==> config.mk <==
export PLATFORM = sky130hd
export DESIGN_NAME = window_assembler_3x3_flat
export DESIGN_NICKNAME = d
export VERILOG_FILES = /design/src/rtl/input_layer_pkg.sv /design/src/rtl/window_assembler_3x3_if.sv /design/src/rtl/window_out_reg.sv /design/src/rtl/window_assembler_3x3.sv /design/src/flat_wrapper.sv
export SDC_FILE = /design/constraint.sdc
export NUM_CORES = 1
export LEC_CHECK = 0
export CAP_MARGIN = 20
export CORE_MARGIN = 10
export CORE_UTILIZATION = 40
export CTS_CLUSTER_DIAMETER = 60
export CTS_CLUSTER_SIZE = 40
export DETAILED_ROUTE_END_ITERATION = 7
export PLACE_DENSITY = 0.82
export RECOVER_POWER = 25
export SLEW_MARGIN = 15
export SYNTH_ARGS = -nofsm -noshare
export SYNTH_HDL_FRONTEND = slang
export SYNTH_HIERARCHICAL = 1
export SYNTH_SLANG_ARGS = --single-unit
==> constraint.sdc <==
create_clock -name clk -period 4.6 [get_ports clk]
set_input_delay 0.69 -clock clk [delete_from_list [all_inputs] [get_ports clk]]
set_output_delay 0.69 -clock clk [all_outputs]
set_load 0.01 [all_outputs]
==> src/rtl/input_layer_pkg.sv <==
// Shared widths, state encoding and window payload type for the 3x3 window assembler.
package input_layer_pkg;

    localparam int unsigned PIX_W  = 8;
    localparam int unsigned TAP_W  = 3 * PIX_W;
    localparam int unsigned WIN_W  = 3 * TAP_W;
    localparam int unsigned CNT_W  = 8;
    localparam int unsigned FCNT_W = 4;

    // Minimum row-FIFO occupancy needed before a 3-pixel tap may be popped
    localparam logic [FCNT_W-1:0] MIN_TAPS = FCNT_W'(3);

    localparam logic [1:0] IDLE    = 2'd0;
    localparam logic [1:0] RUN     = 2'd1;
    localparam logic [1:0] ROW_END = 2'd2;
    localparam logic [1:0] DRAIN   = 2'd3;

    typedef enum logic [1:0] {
        ST_IDLE    = IDLE,
        ST_RUN     = RUN,
        ST_ROW_END = ROW_END,
        ST_DRAIN   = DRAIN
    } state_e;

    // Window payload, top row in the most significant tap
    typedef struct packed {
        logic [TAP_W-1:0] top;
        logic [TAP_W-1:0] mid;
        logic [TAP_W-1:0] bot;
    } window_t;

endpackage

==> src/rtl/window_assembler_3x3_if.sv <==
// Row-FIFO tap bus plus window valid/ready handshake of the 3x3 window assembler.
interface window_assembler_3x3_if;
    import input_layer_pkg::*;

    logic [TAP_W-1:0]  fifo_data0;
    logic [TAP_W-1:0]  fifo_data1;
    logic [TAP_W-1:0]  fifo_data2;
    logic [FCNT_W-1:0] fifo_count0;
    logic [FCNT_W-1:0] fifo_count1;
    logic [FCNT_W-1:0] fifo_count2;
    logic              fifo_pop;
    logic [WIN_W-1:0]  window_data;
    logic              window_valid;
    logic              window_ready;

    // Assembler side
    modport master (
        input  fifo_data0, fifo_data1, fifo_data2,
        input  fifo_count0, fifo_count1, fifo_count2,
        input  window_ready,
        output fifo_pop, window_data, window_valid
    );

    // FIFO/consumer side
    modport slave (
        output fifo_data0, fifo_data1, fifo_data2,
        output fifo_count0, fifo_count1, fifo_count2,
        output window_ready,
        input  fifo_pop, window_data, window_valid
    );

endinterface

==> src/rtl/window_out_reg.sv <==
// One-deep valid/ready output register holding the assembled 3x3 window.
module window_out_reg
    import input_layer_pkg::*;
(
    input  logic             clk,
    input  logic             rst_n,
    input  logic             load_i,
    input  logic             clear_i,
    input  logic [WIN_W-1:0] data_i,
    input  logic             ready_i,
    output logic             valid_o,
    output logic [WIN_W-1:0] data_o
);

    logic             valid_q;
    logic             valid_d;
    logic [WIN_W-1:0] data_q;
    logic [WIN_W-1:0] data_d;

    // Clear beats load; a load refills the slot; ready alone empties it
    always_comb begin
        valid_d = valid_q;
        data_d  = data_q;
        if (clear_i) begin
            valid_d = 1'b0;
        end else if (load_i) begin
            valid_d = 1'b1;
            data_d  = data_i;
        end else if (ready_i) begin
            valid_d = 1'b0;
        end
    end

    // Slot register
    always_ff @(posedge clk or negedge rst_n) begin
        if (!rst_n) begin
            valid_q <= 1'b0;
            data_q  <= '0;
        end else begin
            valid_q <= valid_d;
            data_q  <= data_d;
        end
    end

    assign valid_o = valid_q;
    assign data_o  = data_q;

endmodule

==> src/rtl/window_assembler_3x3.sv <==
// Pops 3-pixel taps from three row FIFOs and emits 72-bit 3x3 windows, row by row.
module window_assembler_3x3
    import input_layer_pkg::*;
(
    input  logic                   clk,
    input  logic                   reset_n,
    input  logic                   start,
    input  logic                   stride2en,
    input  logic [CNT_W-1:0]       row_len,
    input  logic [CNT_W-1:0]       num_rows,
    window_assembler_3x3_if.master bus,
    output logic                   row_done,
    output logic                   frame_done,
    output logic                   busy,
    output logic                   stride2_mode
);

    state_e           state_q;
    logic [CNT_W-1:0] col_q;
    logic [CNT_W-1:0] row_q;
    logic [CNT_W-1:0] row_len_q;
    logic [CNT_W-1:0] num_rows_q;
    logic             stride2_q;
    logic             row_done_q;
    logic             frame_done_q;
    logic             busy_q;

    logic             taps_ok;
    logic             slot_free;
    logic             abort;
    logic             pop;
    logic             last_col;
    logic             last_row;
    window_t          win_tap;

    // Pop qualification; a start in flight never pops so an aborted frame consumes nothing
    assign taps_ok   = (bus.fifo_count0 >= MIN_TAPS) &&
                       (bus.fifo_count1 >= MIN_TAPS) &&
                       (bus.fifo_count2 >= MIN_TAPS);
    assign slot_free = !bus.window_valid || bus.window_ready;
    assign abort     = start && (state_q != ST_IDLE);
    assign pop       = (state_q == ST_RUN) && !start && taps_ok && slot_free;
    assign last_col  = (col_q == CNT_W'(row_len_q - CNT_W'(1)));
    assign last_row  = (CNT_W'(row_q + CNT_W'(1)) == num_rows_q);

    assign win_tap.top = bus.fifo_data0;
    assign win_tap.mid = bus.fifo_data1;
    assign win_tap.bot = bus.fifo_data2;

    assign bus.fifo_pop = pop;

    window_out_reg u_out (
        .clk     (clk),
        .rst_n   (reset_n),
        .load_i  (pop),
        .clear_i (abort),
        .data_i  (win_tap),
        .ready_i (bus.window_ready),
        .valid_o (bus.window_valid),
        .data_o  (bus.window_data)
    );

    // Frame sequencing: column/row counters, row and frame pulses
    always_ff @(posedge clk or negedge reset_n) begin
        if (!reset_n) begin
            state_q      <= ST_IDLE;
            col_q        <= '0;
            row_q        <= '0;
            row_len_q    <= '0;
            num_rows_q   <= '0;
            stride2_q    <= 1'b0;
            row_done_q   <= 1'b0;
            frame_done_q <= 1'b0;
            busy_q       <= 1'b0;
        end else begin
            row_done_q   <= 1'b0;
            frame_done_q <= 1'b0;

            if (start) begin
                row_len_q  <= row_len;
                num_rows_q <= num_rows;
                stride2_q  <= stride2en;
                col_q      <= '0;
                row_q      <= '0;
            end

            if (abort) begin
                state_q <= ST_RUN;
                busy_q  <= 1'b1;
            end else begin
                case (state_q)
                    ST_IDLE: begin
                        if (start) begin
                            if ((row_len == '0) || (num_rows == '0)) begin
                                frame_done_q <= 1'b1;
                            end else begin
                                state_q <= ST_RUN;
                                busy_q  <= 1'b1;
                            end
                        end
                    end
                    ST_RUN: begin
                        if (pop) begin
                            if (last_col) begin
                                col_q      <= '0;
                                state_q    <= ST_ROW_END;
                                row_done_q <= 1'b1;
                            end else begin
                                col_q <= CNT_W'(col_q + CNT_W'(1));
                            end
                        end
                    end
                    ST_ROW_END: begin
                        row_q   <= CNT_W'(row_q + CNT_W'(1));
                        state_q <= last_row ? ST_DRAIN : ST_RUN;
                    end
                    ST_DRAIN: begin
                        if (slot_free) begin
                            frame_done_q <= 1'b1;
                            state_q      <= ST_IDLE;
                            busy_q       <= 1'b0;
                        end
                    end
                    default: begin
                        state_q <= ST_IDLE;
                        busy_q  <= 1'b0;
                    end
                endcase
            end
        end
    end

    assign row_done     = row_done_q;
    assign frame_done   = frame_done_q;
    assign busy         = busy_q;
    assign stride2_mode = stride2_q;

endmodule

==> src/flat_wrapper.sv <==
// flat-port wrapper written by rule: the top's interface ports become plain ports
module window_assembler_3x3_flat import input_layer_pkg::*;
  (clk, reset_n, start, stride2en, row_len, num_rows, row_done, frame_done, busy, stride2_mode, bus_fifo_data0, bus_fifo_data1, bus_fifo_data2, bus_fifo_count0, bus_fifo_count1, bus_fifo_count2, bus_window_ready, bus_fifo_pop, bus_window_data, bus_window_valid);
  window_assembler_3x3_if bus_i ();
  input  logic clk;
  input  logic reset_n;
  input  logic start;
  input  logic stride2en;
  input  logic [CNT_W-1:0] row_len;
  input  logic [CNT_W-1:0] num_rows;
  output logic row_done;
  output logic frame_done;
  output logic busy;
  output logic stride2_mode;
  input wire logic [$bits(bus_i.fifo_data0)-1:0] bus_fifo_data0;
  input wire logic [$bits(bus_i.fifo_data1)-1:0] bus_fifo_data1;
  input wire logic [$bits(bus_i.fifo_data2)-1:0] bus_fifo_data2;
  input wire logic [$bits(bus_i.fifo_count0)-1:0] bus_fifo_count0;
  input wire logic [$bits(bus_i.fifo_count1)-1:0] bus_fifo_count1;
  input wire logic [$bits(bus_i.fifo_count2)-1:0] bus_fifo_count2;
  input wire logic [$bits(bus_i.window_ready)-1:0] bus_window_ready;
  output wire logic [$bits(bus_i.fifo_pop)-1:0] bus_fifo_pop;
  output wire logic [$bits(bus_i.window_data)-1:0] bus_window_data;
  output wire logic [$bits(bus_i.window_valid)-1:0] bus_window_valid;
  assign bus_i.fifo_data0 = bus_fifo_data0;
  assign bus_i.fifo_data1 = bus_fifo_data1;
  assign bus_i.fifo_data2 = bus_fifo_data2;
  assign bus_i.fifo_count0 = bus_fifo_count0;
  assign bus_i.fifo_count1 = bus_fifo_count1;
  assign bus_i.fifo_count2 = bus_fifo_count2;
  assign bus_i.window_ready = bus_window_ready;
  assign bus_fifo_pop = bus_i.fifo_pop;
  assign bus_window_data = bus_i.window_data;
  assign bus_window_valid = bus_i.window_valid;
  window_assembler_3x3 u_core (.clk(clk), .reset_n(reset_n), .start(start), .stride2en(stride2en), .row_len(row_len), .num_rows(num_rows), .bus(bus_i), .row_done(row_done), .frame_done(frame_done), .busy(busy), .stride2_mode(stride2_mode));
endmodule
==> impl_metrics.toml <==
[placed_design]
place_congestion = 0.845
portBuffers = 182
numPlacedInstances = 733
placed_cell_area_mm2 = 0.00725
post-dp-hpwl_um = 10400
preCtsSetupSlack_ns = 1.22

[clock_tree]
cts_setup_buffers = 0
htreeDepth = 3
clkTransAtPathRegs_ns = 0.07
clock_sinks = 111
clk_latency_ns = 0.35
cts-hold-fix-buffers = 0
cts_root_buf = "clkbuf_16"
ctsResizeCount = 0
tritoncts = "done"
cts_buffer_depth = 2
numCtsBuffers = 9

[grt]
grt_pass1_vias = 3958
grt_antenna_before_repair = 0
grt.total_usage_pct = 14.7
grt-ovfl-total = 0
grt_pass1_wl_um = 21400
grt_max_degree = 73

[route]
vias = 3692
routedWlPerCell_um = 18.2
first_pass_iters = 4
ant_nets = 0
vias_per_cell = 4.93
drt_iter0_drc = 174
drt_wl_total_um = 13600
drc = 0

[floorplanning]
start_util_pct = 40.7
dieArea_mm2 = 0.0184
die_h_um = 136
io_pins = 183
dieWidth_um = 136
core-area_mm2 = 0.0132
num_rows = 42

[synthesis]
avgSynthCellArea_um2 = 13.9
yosys.area_share.adder_pct = 1.87
synth_cell_types = 46
async_flop_share_pct = 100
synth_top_area_share_pct = 51.8
muxShareOfSynthArea_pct = 23.7
ys_warn_count = 6
synth_compound_area_share_pct = 5.34
synth_ff_type = "dfrtp_1"
synth_area_mm2 = 0.00536
synth_xor_area_share_pct = 4.57
ys_ff_latch = 111
synth_top_area_cell = "dfrtp_1"
synth-simple-area-share_pct = 8.35
synth.most_common_cell = "dfrtp_1"
yosysSeqAreaShare_pct = 51.8
synth_commonest_cells = "dfrtp_1, mux2_4, nand2_1, mux2_2, xnor2_1"
synthTopCellsByArea = "dfrtp_1, mux2_4, mux2_2"
synth_top_family_by_area = "multiplexers"
synth_nets = 499
synth_edf_count = 0
synthCells = 386

[finish]
fin_nets = 681
utilization_pct = 57.4
instances_no_fill = 749
nFillCells = 1072
antenna_cells = 0
syn2layout_area_growth_pct = 41.2
final_layout_size_suffix_gt1_share_pct = 20.1
stdcell_area_mm2 = 0.00757

[critical_path]
crit_type = "input pin to output pin"
crit_path_end_kind = "output pin"
worst-path-max-fanout = 5
required_ns = 3.91
startpoint_type = "input pin"
cp_data_arrival_time_ns = 2.69

[min_path]
hp-class = "register to register"

[power_and_ir_drop]
finalPower_mw = 4.29
power_frac_clock_pct = 19.8
p_leak_nw = 3.25
p_sw_share_pct = 29.2
irDropWorstVdd_mv = 0.193
power_switching_mw = 1.25
intPower_mw = 3.04
seq_power_share_pct = 36.4
comb_power_share_pct = 43.8
powerDensity_mw_per_mm2 = 567

[timing]
finalCriticalPeriod_ns = 3.38
fin_skew_ns = 0.00951
setup_tns_ns = 0
fin_ws_ns = 1.22
setup_violations = 0
relSlewSlack_pct = -28.3
slew_violations = 72
hold_viol = 0
rsz0062_at_grt = "false"
min_period_over_period_pct = 73.4
max_freq_mhz = 296
whs_ns = 0.512
tightest_slew_ns = 1.93

[status]
status = "finished with violations"
violations = "max-capacitance violations, max-slew violations"

[run]
max_cap_viol_count = 2
==> flip-flops by register name (all words and copies together), names as in the netlist <==
signal / flops
u_core/u_out/data_o: 72
u_core/row_len_q: 8
u_core/stride2_mode: 1
u_core/state_q: 2
u_core/num_rows_q: 8
u_core/row_q: 8
u_core/col_q: 8
u_core/u_out/valid_o: 1
u_core/row_done: 1
u_core/busy: 1
u_core/frame_done: 1
==> path summary, 6_finish.rpt <==
path | slack, ns | to | cells past startpoint | startpoint
setup / recovery | 1.22 | bus_fifo_pop | 6 | bus_window_ready
hold / removal | 0.51 | u_core/u_out/data_o[69]$_DFFE_PN0P_ | 1 | u_core/u_out/data_o[69]$_DFFE_PN0P_
setup reg to reg | 1.90 | u_core/u_out/data_o[70]$_DFFE_PN0P_ | 8 | u_core/state_q[1]$_DFFE_PN0P_
hold reg to reg | 0.51 | u_core/u_out/data_o[69]$_DFFE_PN0P_ | 1 | u_core/u_out/data_o[69]$_DFFE_PN0P_
max in group asynchronous | 1.32 | u_core/col_q[3]$_DFF_PN0_ | 2 | reset_n
min in group asynchronous | 0.76 | u_core/u_out/data_o[61]$_DFFE_PN0P_ | 1 | reset_n
==> cell usage in the layout (no fill, tap or decap), drive strengths merged, types with 7 or more instances in the layout <==
cell type	netlist	routed
clkdlybuf4s50	0	181
dfrtp	111	111
mux2	87	87
nand2	18	18
xnor2	15	15
nor2	13	13
xor2	13	13
inv	11	13
clkbuf	5	13
nand2b	10	10
a21oi	10	10
a31oi	9	9
o21ai	8	8
nand3	8	8
ha	8	8
nand4	7	7
==> worst max-delay path, cell delays in order <==
cell and delay (ns):
clkdlybuf4s50_1 0.49, nand2b_2 0.15, nand3b_1 0.12, or4_4 0.48, inv_1 0.15, clkdlybuf4s50_1 0.61
==> per-layer routing <==
metal,track usage (%),share of wire (%)
met1,16.8,40
met2,26.1,51
met3,3.45,7.3
met4,4.96,1.1
met5,0,0
==> power by group through the flow <==
stage	combinational, mW	sequential (mW)	clock (mW)
floorplan	0.818	1.71	0
finish	1.88	1.56	0.849
global route	1.99	1.61	0.916
global placement	1.86	1.55	0
detailed placement	1.89	1.58	0
CTS	1.91	1.57	0.873
==> cells by family (layout without fill, tap and decap cells) <==
group / Yosys count / count (layout)
DFF: 111 / 111
buffers and inverters: 26 / 213
and+or+nand+nor: 81 / 81
muxes: 90 / 90
adders and majority gates: 8 / 8
xor gates and xnor gates: 28 / 28
AOI/OAI and AO/OA: 42 / 42
==> area by class of cell <==
cell class / instances / area (um^2) / share of cell area (%)
clock buffers: 10 / 239 / 3.16
clock inverters: 6 / 91.3 / 1.21
inverters: 11 / 41.3 / 0.545
multi-input cells: 249 / 2350 / 31.1
flip-flops and latches: 111 / 2780 / 36.7
well taps: 176 / 220 / 2.91
repair buffers: 186 / 1850 / 24.5
Note: power is estimated with default switching activity, not from simulation.
